==> src/rtl/xulie_pkg.sv <==
// Shared types and defaults for the "10010" detector stimulus sequencer.
package xulie_pkg;

    localparam int WIDTH_DEF = 16;
    localparam int CW_DEF    = 8;

    typedef enum logic [1:0] {
        IDLE = 2'd0,
        CLR  = 2'd1,
        RUN  = 2'd2,
        DONE = 2'd3
    } state_t;

    // Detector states, named by the longest matched prefix of "10010".
    typedef enum logic [2:0] {
        S0 = 3'd0,
        S1 = 3'd1,
        S2 = 3'd2,
        S3 = 3'd3,
        S4 = 3'd4,
        S5 = 3'd5
    } det_state_t;

endpackage

==> src/rtl/xulie_if.sv <==
// Control/status bundle between the switch/key logic, the sequencer and the detector.
interface xulie_if
    import xulie_pkg::*;
#(
    parameter int WIDTH = WIDTH_DEF,
    parameter int CW    = CW_DEF
);
    logic             start;
    logic             abort;
    logic [WIDTH-1:0] pattern;
    logic [3:0]       loops;
    logic             z;
    logic             x;
    logic             det_rst_n;
    logic             busy;
    logic             done;
    logic [CW-1:0]    hit_cnt;
    logic [CW-1:0]    first_hit;

    modport master (
        output start, abort, pattern, loops, z,
        input  x, det_rst_n, busy, done, hit_cnt, first_hit
    );

    modport slave (
        input  start, abort, pattern, loops, z,
        output x, det_rst_n, busy, done, hit_cnt, first_hit
    );
endinterface

==> src/rtl/xulie_hitcnt.sv <==
// Saturating detection counter with capture of the run index of the first detection.
module xulie_hitcnt
    import xulie_pkg::*;
#(
    parameter int CW = CW_DEF
)
(
    input  logic          clk,
    input  logic          rst_n,
    input  logic          clr,
    input  logic          en,
    input  logic          hit,
    input  logic [CW-1:0] idx,
    output logic [CW-1:0] cnt,
    output logic [CW-1:0] first
);

    logic [CW-1:0] cnt_q;
    logic [CW-1:0] first_q;

    always_ff @(posedge clk) begin
        if (!rst_n) begin
            cnt_q   <= '0;
            first_q <= '0;
        end else if (clr) begin
            cnt_q   <= '0;
            first_q <= '0;
        end else if (en && hit) begin
            if (cnt_q == '0) begin
                first_q <= idx;
            end
            if (cnt_q != '1) begin
                cnt_q <= cnt_q + 1'b1;
            end
        end
    end

    assign cnt   = cnt_q;
    assign first = first_q;

endmodule

==> src/rtl/xulie_ctrl.sv <==
// Streams a latched test word MSB-first into the "10010" detector and tallies its hits.
//   state | meaning
//   IDLE  | x=0, waiting for start
//   CLR   | one cycle holding the detector in reset
//   RUN   | shifting bits out, counting z==0 cycles
//   DONE  | one-cycle completion pulse
module xulie_ctrl
    import xulie_pkg::*;
#(
    parameter int WIDTH = WIDTH_DEF,
    parameter int CW    = CW_DEF
)
(
    input  logic   CLOCK_50,
    input  logic   rst,
    xulie_if.slave bus
);

    localparam int BW = $clog2(WIDTH);

    if (WIDTH < 2 || WIDTH > 16) begin : g_bad_width
        $error("xulie_ctrl: WIDTH must be within 2..16");
    end
    if (WIDTH * 16 > (1 << CW)) begin : g_bad_cw
        $error("xulie_ctrl: CW too narrow for the longest run");
    end

    state_t           state_q;
    logic [WIDTH-1:0] sh_q;
    logic [3:0]       pass_q;
    logic [BW-1:0]    bit_q;
    logic [CW-1:0]    cyc_q;
    logic             x_q;
    logic             busy_q;
    logic             done_q;

    logic [WIDTH-1:0] sh_rot;
    logic             last_bit;

    assign sh_rot   = {sh_q[WIDTH-2:0], sh_q[WIDTH-1]};
    assign last_bit = (bit_q == BW'(WIDTH - 1));

    always_ff @(posedge CLOCK_50) begin
        if (!rst) begin
            state_q <= IDLE;
            sh_q    <= '0;
            pass_q  <= '0;
            bit_q   <= '0;
            cyc_q   <= '0;
            x_q     <= 1'b0;
            busy_q  <= 1'b0;
            done_q  <= 1'b0;
        end else begin
            done_q <= 1'b0;
            case (state_q)
                IDLE: begin
                    x_q <= 1'b0;
                    if (bus.start) begin
                        sh_q    <= bus.pattern;
                        pass_q  <= bus.loops;
                        busy_q  <= 1'b1;
                        state_q <= CLR;
                    end
                end
                CLR: begin
                    bit_q <= '0;
                    cyc_q <= '0;
                    if (bus.abort) begin
                        busy_q  <= 1'b0;
                        state_q <= IDLE;
                    end else begin
                        x_q     <= sh_q[WIDTH-1];
                        state_q <= RUN;
                    end
                end
                RUN: begin
                    // x always mirrors the MSB of the rotating word while running
                    sh_q  <= sh_rot;
                    cyc_q <= cyc_q + 1'b1;
                    bit_q <= last_bit ? '0 : bit_q + 1'b1;
                    x_q   <= sh_rot[WIDTH-1];
                    if (bus.abort) begin
                        x_q     <= 1'b0;
                        busy_q  <= 1'b0;
                        state_q <= IDLE;
                    end else if (last_bit) begin
                        if (pass_q != 4'd0) begin
                            pass_q <= pass_q - 4'd1;
                        end else begin
                            x_q     <= 1'b0;
                            busy_q  <= 1'b0;
                            done_q  <= 1'b1;
                            state_q <= DONE;
                        end
                    end
                end
                DONE: begin
                    x_q     <= 1'b0;
                    state_q <= IDLE;
                end
                default: begin
                    x_q     <= 1'b0;
                    busy_q  <= 1'b0;
                    state_q <= IDLE;
                end
            endcase
        end
    end

    // Hits are taken in every RUN cycle, including one that also sees abort.
    xulie_hitcnt #(
        .CW (CW)
    ) u_hitcnt (
        .clk   (CLOCK_50),
        .rst_n (rst),
        .clr   ((state_q == IDLE) && bus.start),
        .en    (state_q == RUN),
        .hit   (~bus.z),
        .idx   (cyc_q),
        .cnt   (bus.hit_cnt),
        .first (bus.first_hit)
    );

    assign bus.x         = x_q;
    assign bus.busy      = busy_q;
    assign bus.done      = done_q;
    assign bus.det_rst_n = rst & (state_q != CLR);

endmodule
==> src/flat_wrapper.sv <==
// flat-port wrapper written by rule: the top's interface ports become plain ports
module xulie_ctrl_flat import xulie_pkg::*;
#(
    parameter int WIDTH = WIDTH_DEF,
    parameter int CW    = CW_DEF
)
  (CLOCK_50, rst, bus_start, bus_abort, bus_pattern, bus_loops, bus_z, bus_x, bus_det_rst_n, bus_busy, bus_done, bus_hit_cnt, bus_first_hit);
  xulie_if #(.WIDTH(WIDTH), .CW(CW)) bus_i ();
  input  logic CLOCK_50;
  input  logic rst;
  input wire logic [$bits(bus_i.start)-1:0] bus_start;
  input wire logic [$bits(bus_i.abort)-1:0] bus_abort;
  input wire logic [$bits(bus_i.pattern)-1:0] bus_pattern;
  input wire logic [$bits(bus_i.loops)-1:0] bus_loops;
  input wire logic [$bits(bus_i.z)-1:0] bus_z;
  output wire logic [$bits(bus_i.x)-1:0] bus_x;
  output wire logic [$bits(bus_i.det_rst_n)-1:0] bus_det_rst_n;
  output wire logic [$bits(bus_i.busy)-1:0] bus_busy;
  output wire logic [$bits(bus_i.done)-1:0] bus_done;
  output wire logic [$bits(bus_i.hit_cnt)-1:0] bus_hit_cnt;
  output wire logic [$bits(bus_i.first_hit)-1:0] bus_first_hit;
  assign bus_i.start = bus_start;
  assign bus_i.abort = bus_abort;
  assign bus_i.pattern = bus_pattern;
  assign bus_i.loops = bus_loops;
  assign bus_i.z = bus_z;
  assign bus_x = bus_i.x;
  assign bus_det_rst_n = bus_i.det_rst_n;
  assign bus_busy = bus_i.busy;
  assign bus_done = bus_i.done;
  assign bus_hit_cnt = bus_i.hit_cnt;
  assign bus_first_hit = bus_i.first_hit;
  xulie_ctrl #(.WIDTH(WIDTH), .CW(CW)) u_core (.CLOCK_50(CLOCK_50), .rst(rst), .bus(bus_i));
endmodule
==> config.mk <==
export PLATFORM = sky130hd
export DESIGN_NAME = xulie_ctrl_flat
export DESIGN_NICKNAME = d
export VERILOG_FILES = /design/src/rtl/xulie_pkg.sv /design/src/rtl/xulie_if.sv /design/src/rtl/xulie_hitcnt.sv /design/src/rtl/xulie_ctrl.sv /design/src/flat_wrapper.sv
export SDC_FILE = /design/constraint.sdc
export NUM_CORES = 1
export LEC_CHECK = 0
export ABC_CLOCK_PERIOD_IN_PS = 2380
export CAP_MARGIN = 15
export CORE_MARGIN = 2
export CORE_UTILIZATION = 55
export CTS_BUF_LIST = sky130_fd_sc_hd__clkbuf_4 sky130_fd_sc_hd__clkbuf_8
export DETAILED_ROUTE_END_ITERATION = 10
export PLACE_DENSITY = 0.82
export SYNTH_ARGS = -nofsm -noshare
export SYNTH_HDL_FRONTEND = slang
export SYNTH_HIERARCHICAL = 1
export SYNTH_SLANG_ARGS = --single-unit
==> constraint.sdc <==
create_clock -name CLOCK_50 -period 2.38 [get_ports CLOCK_50]
set_input_delay 0.238 -clock CLOCK_50 [delete_from_list [all_inputs] [get_ports CLOCK_50]]
set_output_delay 0.238 -clock CLOCK_50 [all_outputs]
set_load 0.02 [all_outputs]
==> flow_summary_export.csv, run 1 <==
group,metric,value,unit
worst_hold_path,min_from,"u_core/bus.busy",
power,cell_internal_pwr,1285,uW
logic_synthesis,synth-seq-area-share,39.35,%
die,i_o_pin_cnt,45,
logic_synthesis,synth_fp_nets,335,
critical_path,largest_stage_delay_on_the_critical_path,0.61,ns
die,die_width,74.02,um
layout,num_antenna_cells,0,
critical_path,timing.reg2reg.setup_slack,0.51,ns
critical_path,worstSetupStartpoint,"u_core/state_q[1]",
logic_synthesis,synth-seq-cells,53,
clock_network,post_cts_hold_buffer_count,0,
drt,vias_per_cell,5.723,
logic_synthesis,ys_warn_count,6,
critical_path,crit_path_max_fanout,4,
sta,maxSlewViolCount,0,
sta,final_setup_violation_count,0,
critical_path,worstSetupEndpointType,"primary output",
critical_path,rr_startpoint,"u_core/state_q[0]",
grt,grt_start_max_net_pins,30,
worst_hold_path,holdPathEnd,"u_core/bus.busy",
clock_network,clock_sink_count,53,
clock_network,cts.repair.resized,0,
run,max_cap_violations,0,
drt,detail_route.drc_violations,0,
logic_synthesis,async_flop_share,0,%
drt,via_count,2312,
logic_synthesis,netlist_area,2696,sq um
sta,slew_headroom,47.95,%
die,fp.dieArea,5478,sq um
clock_network,worst_setup_hold_path_clk_slew,0.09,ns
layout,final_net_count,371,
sta,holdWs,0.4597,ns
power,p_comb_share,16.6,%
layout,syn_to_final_growth,20.84,%
critical_path,crit_required,2.14,ns
logic_synthesis,synth-main-ff-cell,"sky130_fd_sc_hd__dfxtp_1",
clock_network,cts_root_buffer,"sky130_fd_sc_hd__clkbuf_8",
logic_synthesis,synthDistinctLibCells,52,
layout,non_filler_instance_count_after_layout,404,
drt,drt_first_pass_iters,4,
logic_synthesis,ys_top_cells_by_count,"sky130_fd_sc_hd__dfxtp_1 (53), sky130_fd_sc_hd__nor2_1 (24), sky130_fd_sc_hd__a211oi_1 (20), sky130_fd_sc_hd__a21oi_1 (20), sky130_fd_sc_hd__mux2i_1 (20)",
drt,drt_first_iter_violations,85,
sta,finalHoldViolations,0,
critical_path,worstSetupStartpointType,"flip-flop",
grt,grt_antenna_before_repair,0,
clock_network,insertion_delay,0.31,ns
die,rows,25,
logic_synthesis,synth-edff-count,0,
clock_network,tritoncts,"yes",
die,start_util,57.09,%
grt,grt_usage,21.40,%
sta,min_period_over_period,81.54,%
power,p_leak,0.001103,uW
grt,number_of_global_route_vias_before_repair,2113,
placed_design,gp_congestion,0.7926,
power,worst_ir_drop_vdd,0.4500,mV
sta,finalWorstSetupSlack,0.4393,ns
grt,grt_first_pass_wirelength,9315,um
placed_design,post_place_cells,396,
critical_path,timing.reg2reg.worst_path_depth,6,
power,switching_share,26.66,%
sta,period_needed,1.941,ns
placed_design,place_worst_setup_slack,0.5137,ns
logic_synthesis,synth.avg_cell_area,8.988,sq um
worst_hold_path,worst_hold_stages,2,
critical_path,crit_path_top_delay_cell,"sky130_fd_sc_hd__clkdlybuf4s50_1",
clock_network,cts_setup_buffers,0,
run_status,run_status,"finished clean",
critical_path,worst_r2r_endpoint,"u_core/bit_q[3]",
drt,drt_wl_total,5372,um
layout,layout-drive-gt1-share,7.715,%
clock_network,clock_path_buffers,2,
power,reg_power_share,54.8,%
logic_synthesis,yosys.area.top_type_share,39.35,%
sta,fin_worst_skew,0.004946,ns
critical_path,path_cells,"inv_1 > ha_1 > nor2_1 > clkdlybuf4s50_1",
power,power_per_cell_area,537.7,nW/um^2
sta,rsz0062_at_grt,"false",
power,total_switching_power,467.0,uW
logic_synthesis,yosysTopAreaCell,"sky130_fd_sc_hd__dfxtp_1",
logic_synthesis,yosysMostFrequentCell,"sky130_fd_sc_hd__dfxtp_1",
clock_network,tritoncts.num_buffers,5,
critical_path,critical_path_arrival,1.70,ns
die,die_height,74.02,um
grt,grt_overflow_total,0,
sta,totalNegativeSetupSlack,0,ns
sta,tightest_slew,0.7748,ns
placed_design,final_hpwl_dp,3888,um
drt,detail-route-antenna-nets,0,
power,clock_power_share,28.6,%
die,core_area,4723,sq um
critical_path,crit_type,"reg2out",
critical_path,worstPathBufferInverterCount,2,
placed_design,port_buffers,44,
clock_network,cts-htree-levels,2,
drt,wire_per_inst,13.30,um
logic_synthesis,yosys-top-cells-area,"sky130_fd_sc_hd__dfxtp_1 (39%), sky130_fd_sc_hd__mux2i_1 (7.4%), sky130_fd_sc_hd__a211oi_1 (5.6%), sky130_fd_sc_hd__ha_1 (4.6%), sky130_fd_sc_hd__a21oi_1 (3.7%)",
logic_synthesis,synth_cells,300,
worst_hold_path,worstHoldPathType,"reg2reg",
sta,clock.fmax,0.5153,GHz
critical_path,family_of_cells_with_the_greatest_summed_delay_on_the_critical_path,"buffers and inverters",
-- cells by family (layout without fill, tap and decap cells) --
kind of cell	Yosys count	count (layout)	share of synthesized area, %
and+or+nand+nor	104	104	22.09
AOI/OAI and AO/OA	75	75	19.12
DFF	53	53	39.35
buffers and inverters	32	69	5.429
muxes	20	20	7.425
adders and majority gates	10	10	4.640
xor gates and xnor gates	6	6	1.949
-- worst min-delay path: cells and delay by family, from the launching register on --
family,cells,cell delay [ns]
DFF,1,0.32
and+or+nand+nor,1,0.05
muxes,1,0.05
-- power groups by stage --
stage                     Combinational, uW  Clock [uW]  Sequential, uW
final                                   291         501             960
after global routing                    323         549             965
after CTS                               292         517             960
after detailed placement                290           0             980
after global placement                  284           0             978
after floorplan                         190           0             978
-- sequential cells by signal, indices dropped and copies added, names as in the netlist --
name	flops
u_core/sh_q	16
u_core/cyc_q	8
u_core/u_hitcnt/cnt	8
u_core/u_hitcnt/first	8
u_core/bit_q	4
u_core/pass_q	4
u_core/state_q	2
u_core/bus.busy	1
u_core/bus.done	1
u_core/bus.x	1
-- per-stage QoR --
stage	total power [uW]	util [%]	instance area (sq um)
after floorplan	1168	-	2696
after global placement	1262	67.15	3172
after detailed placement	1270	67.15	3172
after CTS	1769	68.98	3258
after global routing	1838	68.98	3258
final	1752	68.98	3258
-- area by class of cell --
type / count / area (sq um)
clock buffers: 6 / 76.32
flip-flops and latches: 53 / 1061
fillers: 372 / 1465
repair buffers: 49 / 490.5
clock inverters: 2 / 10.01
inverters: 12 / 45.04
well taps: 67 / 83.83
multi-input cells: 215 / 1491
-- worst max path at each step --
stage / to / slack (ns) / depth (start not counted)
after floorplan: u_core/bus.busy / 0.70 / 7
after global placement: u_core/pass_q[1] / 0.58 / 6
after detailed placement: u_core/sh_q[7] / 0.51 / 6
after CTS: bus_det_rst_n / 0.43 / 4
after global routing: u_core/cyc_q[2] / 0.33 / 5
final: bus_det_rst_n / 0.44 / 4
-- layer usage --
metal | up-vias | global-route usage, % | share of wire (%)
met5 | - | 0 | 0
met4 | 0 | 7.475 | 1.4
met3 | 7 | 3.659 | 3.7
met2 | 56 | 36.81 | 49
met1 | 1064 | 27.13 | 46
li1 | 1185 | - | -
-- cell usage in the layout (no fill, tap or decap), types with 3 or more instances in the layout --
master                            instances
sky130_fd_sc_hd__nor2b_1                  3
sky130_fd_sc_hd__nand3_1                  5
sky130_fd_sc_hd__a31oi_1                  5
sky130_fd_sc_hd__and4_1                   5
sky130_fd_sc_hd__and2_1                   3
sky130_fd_sc_hd__inv_1                   11
sky130_fd_sc_hd__clkdlybuf4s50_1         44
sky130_fd_sc_hd__xor2_1                   5
sky130_fd_sc_hd__nand3b_1                 3
sky130_fd_sc_hd__or3_1                    4
sky130_fd_sc_hd__ha_1                     9
sky130_fd_sc_hd__a211oi_1                20
sky130_fd_sc_hd__o21ai_0                  6
sky130_fd_sc_hd__o31ai_1                  9
sky130_fd_sc_hd__nor3_1                   8
sky130_fd_sc_hd__nand4_1                 15
sky130_fd_sc_hd__clkbuf_8                 5
sky130_fd_sc_hd__mux2i_1                 20
sky130_fd_sc_hd__buf_4                    4
sky130_fd_sc_hd__a21oi_1                 20
sky130_fd_sc_hd__dfxtp_1                 53
sky130_fd_sc_hd__nand2_1                 18
sky130_fd_sc_hd__nor2_1                  24
No activity file was read; power rests on OpenSTA's default activity.
==> run 2, diff against run 1 <==
Settings changed: ABC_CLOCK_PERIOD_IN_PS 2380 to 1700, CORE_UTILIZATION 55 to 50, PLACE_DENSITY 0.82 to 0.79.
Clock period 2.38 ns to 1.7 ns, I/O delays scaled along.
==> run 2 against run 1 <==
  * First-iteration DRC count is 38% higher
  * Clock power is 45% higher
  * Cell area is 6.9% higher
  * Wire length is 12% higher
  * Register-to-register slack worse by 0.44 ns
  * Total power is 45% higher
  * Final cell count is 5.4% higher
  * Critical path type is now reg2reg
==> flow_summary_export.csv, run 2 (synthesis gave the netlist of run 1 again) <==
group,metric,value,unit
clock_network,clock_sink_count,53,
sta,finalWorstSetupSlack,0.06978,ns
sta,final_setup_violation_count,0,
layout,final-seq-area,1072,sq um
power,reg_power_share,52.9,%
run_status,run_status,"finished clean",
power,design_power_total,2545,uW
sta,clock.fmax,0.6134,GHz
layout,filler_cell_count,449,
clock_network,worst_setup_hold_path_clk_slew,0.10,ns
drt,detail-route-antenna-nets,0,
drt,drt_wl_total,6023,um
grt,grt_antenna_before_repair,0,
critical_path,crit_required,1.94,ns
power,cell_internal_pwr,1851,uW
clock_network,insertion_delay,0.31,ns
layout,largest_register_ffs,16,
sta,period_needed,1.630,ns
die,die_width,77.44,um
layout,final_net_count,390,
critical_path,worstSetupStartpointType,"flip-flop",
critical_path,critical_path_arrival,1.87,ns
drt,via_count,2421,
sta,min_period_over_period,95.90,%
grt,number_of_global_route_vias_before_repair,2227,
layout,layout.cells.most_common,"sky130_fd_sc_hd__dfxtp_1",
die,start_util,52.46,%
placed_design,gp_congestion,0.9027,
layout,syn_to_final_growth,29.14,%
layout,area_of_combinational_cells_with_multiple_inputs,1524,sq um
drt,drt_first_iter_violations,117,
grt,grt_usage,19.96,%
power,total_switching_power,694.1,uW
power,worst_ir_drop_vdd,0.4308,mV
die,core_area,5140,sq um
power,power_per_cell_area,730.8,nW/um^2
placed_design,port_buffers,44,
drt,detail_route.drc_violations,0,
placed_design,final_hpwl_dp,4219,um
critical_path,worstSetupEndpointType,"flip-flop",
placed_design,place_area,3293,sq um
critical_path,crit_path_max_fanout,4,
drt,vias_per_cell,5.683,
clock_network,post_cts_hold_buffer_count,0,
die,rows,26,
layout,regMostFlops,"u_core/sh_q",
clock_network,cts_root_buffer,"sky130_fd_sc_hd__clkbuf_8",
clock_network,clock_path_buffers,2,
grt,grt_overflow_total,0,
layout,most_used_cells_in_the_layout_excluding_fill_and_tap_cells,"sky130_fd_sc_hd__dfxtp_1 (48), sky130_fd_sc_hd__clkdlybuf4s50_1 (43), sky130_fd_sc_hd__nor2_1 (24)",
clock_network,tritoncts,"yes",
grt,grt_start_max_net_pins,32,
layout,fin_area,3482,sq um
clock_network,cts-htree-levels,2,
run,max_cap_violations,0,
die,fp.dieArea,5996,sq um
power,p_comb_share,18.6,%
drt,drt_first_pass_iters,4,
layout,layout-drive-gt1-share,15.17,%
layout,num_antenna_cells,0,
grt,grt_first_pass_wirelength,9908,um
die,i_o_pin_cnt,45,
sta,holdWs,0.4750,ns
sta,maxSlewViolCount,0,
sta,fin_worst_skew,0.006846,ns
critical_path,crit_type,"reg2reg",
power,p_leak,0.001205,uW
drt,wire_per_inst,14.14,um
power,switching_share,27.27,%
worst_hold_path,worstHoldPathType,"reg2reg",
power,clock_power_share,28.5,%
placed_design,place_worst_setup_slack,-0.03226,ns
clock_network,tritoncts.num_buffers,5,
sta,slew_headroom,72.60,%
sta,tightest_slew,0.4079,ns
sta,finalHoldViolations,0,
die,die_height,77.44,um
run 2: changes by cell type in the layout (fill, tap and decap cells not counted), moves of 2 or more:
cell | before | now
sky130_fd_sc_hd__ha_1 | 9 | 7
sky130_fd_sc_hd__clkinvlp_4 | 0 | 2
sky130_fd_sc_hd__dfxtp_2 | 0 | 3
sky130_fd_sc_hd__dfxtp_4 | 0 | 2
sky130_fd_sc_hd__clkinv_2 | 2 | 0
sky130_fd_sc_hd__buf_4 | 4 | 21
sky130_fd_sc_hd__dfxtp_1 | 53 | 48
run 2: worst paths after layout:
check	from	endpoint	slack (ns)	cells after the start
min	u_core/u_hitcnt/first[3]	u_core/u_hitcnt/first[3]	0.47	2
min reg2reg	u_core/u_hitcnt/first[3]	u_core/u_hitcnt/first[3]	0.47	2
max reg2reg	u_core/pass_q[0]	u_core/bus.busy	0.07	6
max	u_core/pass_q[0]	u_core/bus.busy	0.07	6
run 2: repair_timing:
item / in CTS / in global routing
pin swaps: 0 / 4
cloned: 0 / 1
setup endpoints to repair: 3 / 20
buffers inserted: 0 / 4
gates resized for setup: 3 / 12
run 2: area by class of cell:
| type | instances | share of cell area [%] |
|---|---|---|
| clock buffer | 6 | 2.192 |
| clock inverter | 2 | 0.4312 |
| inverter | 12 | 1.294 |
| multi-input combinational | 215 | 43.77 |
| sequential | 53 | 30.79 |
| tap | 70 | 2.515 |
| timing repair buffer | 68 | 19.01 |
run 2: metal layers:
metal	vias up	share of wire, %	GRT usage, %
met4	0	1.3	5.893
met2	47	51	34.43
met1	1147	45	25.22
met5	-	0	0
li1	1218	-	-
met3	9	3.1	3.953
run 2: power by group through the flow:
stage	logic [uW]	clock network (uW)	registers, uW
final	473	725	1350
after global routing	520	803	1350
after CTS	435	751	1340
after detailed placement	433	0	1370
after global placement	425	0	1370
after floorplan	266	0	1370
run 2: stage by stage:
| stage | TNS, ns | cells | util [%] |
|---|---|---|---|
| CTS | 0 | 421 | 65.92 |
| global placement | 0 | 413 | 64.07 |
| finish | 0 | 426 | 67.75 |
| global route | -0.04235 | 426 | 67.75 |
| floorplan | 0 | 300 | - |
| detailed placement | -0.03226 | 413 | 64.07 |
run 2: critical path, cell delays in order (launching register included):
cell and delay, ns:
sky130_fd_sc_hd__dfxtp_1 0.33, sky130_fd_sc_hd__inv_1 0.10, sky130_fd_sc_hd__ha_2 0.21, sky130_fd_sc_hd__nor3b_4 0.25, sky130_fd_sc_hd__a21boi_2 0.11, sky130_fd_sc_hd__nor4_2 0.33
sky130_fd_sc_hd__mux2i_1 0.23
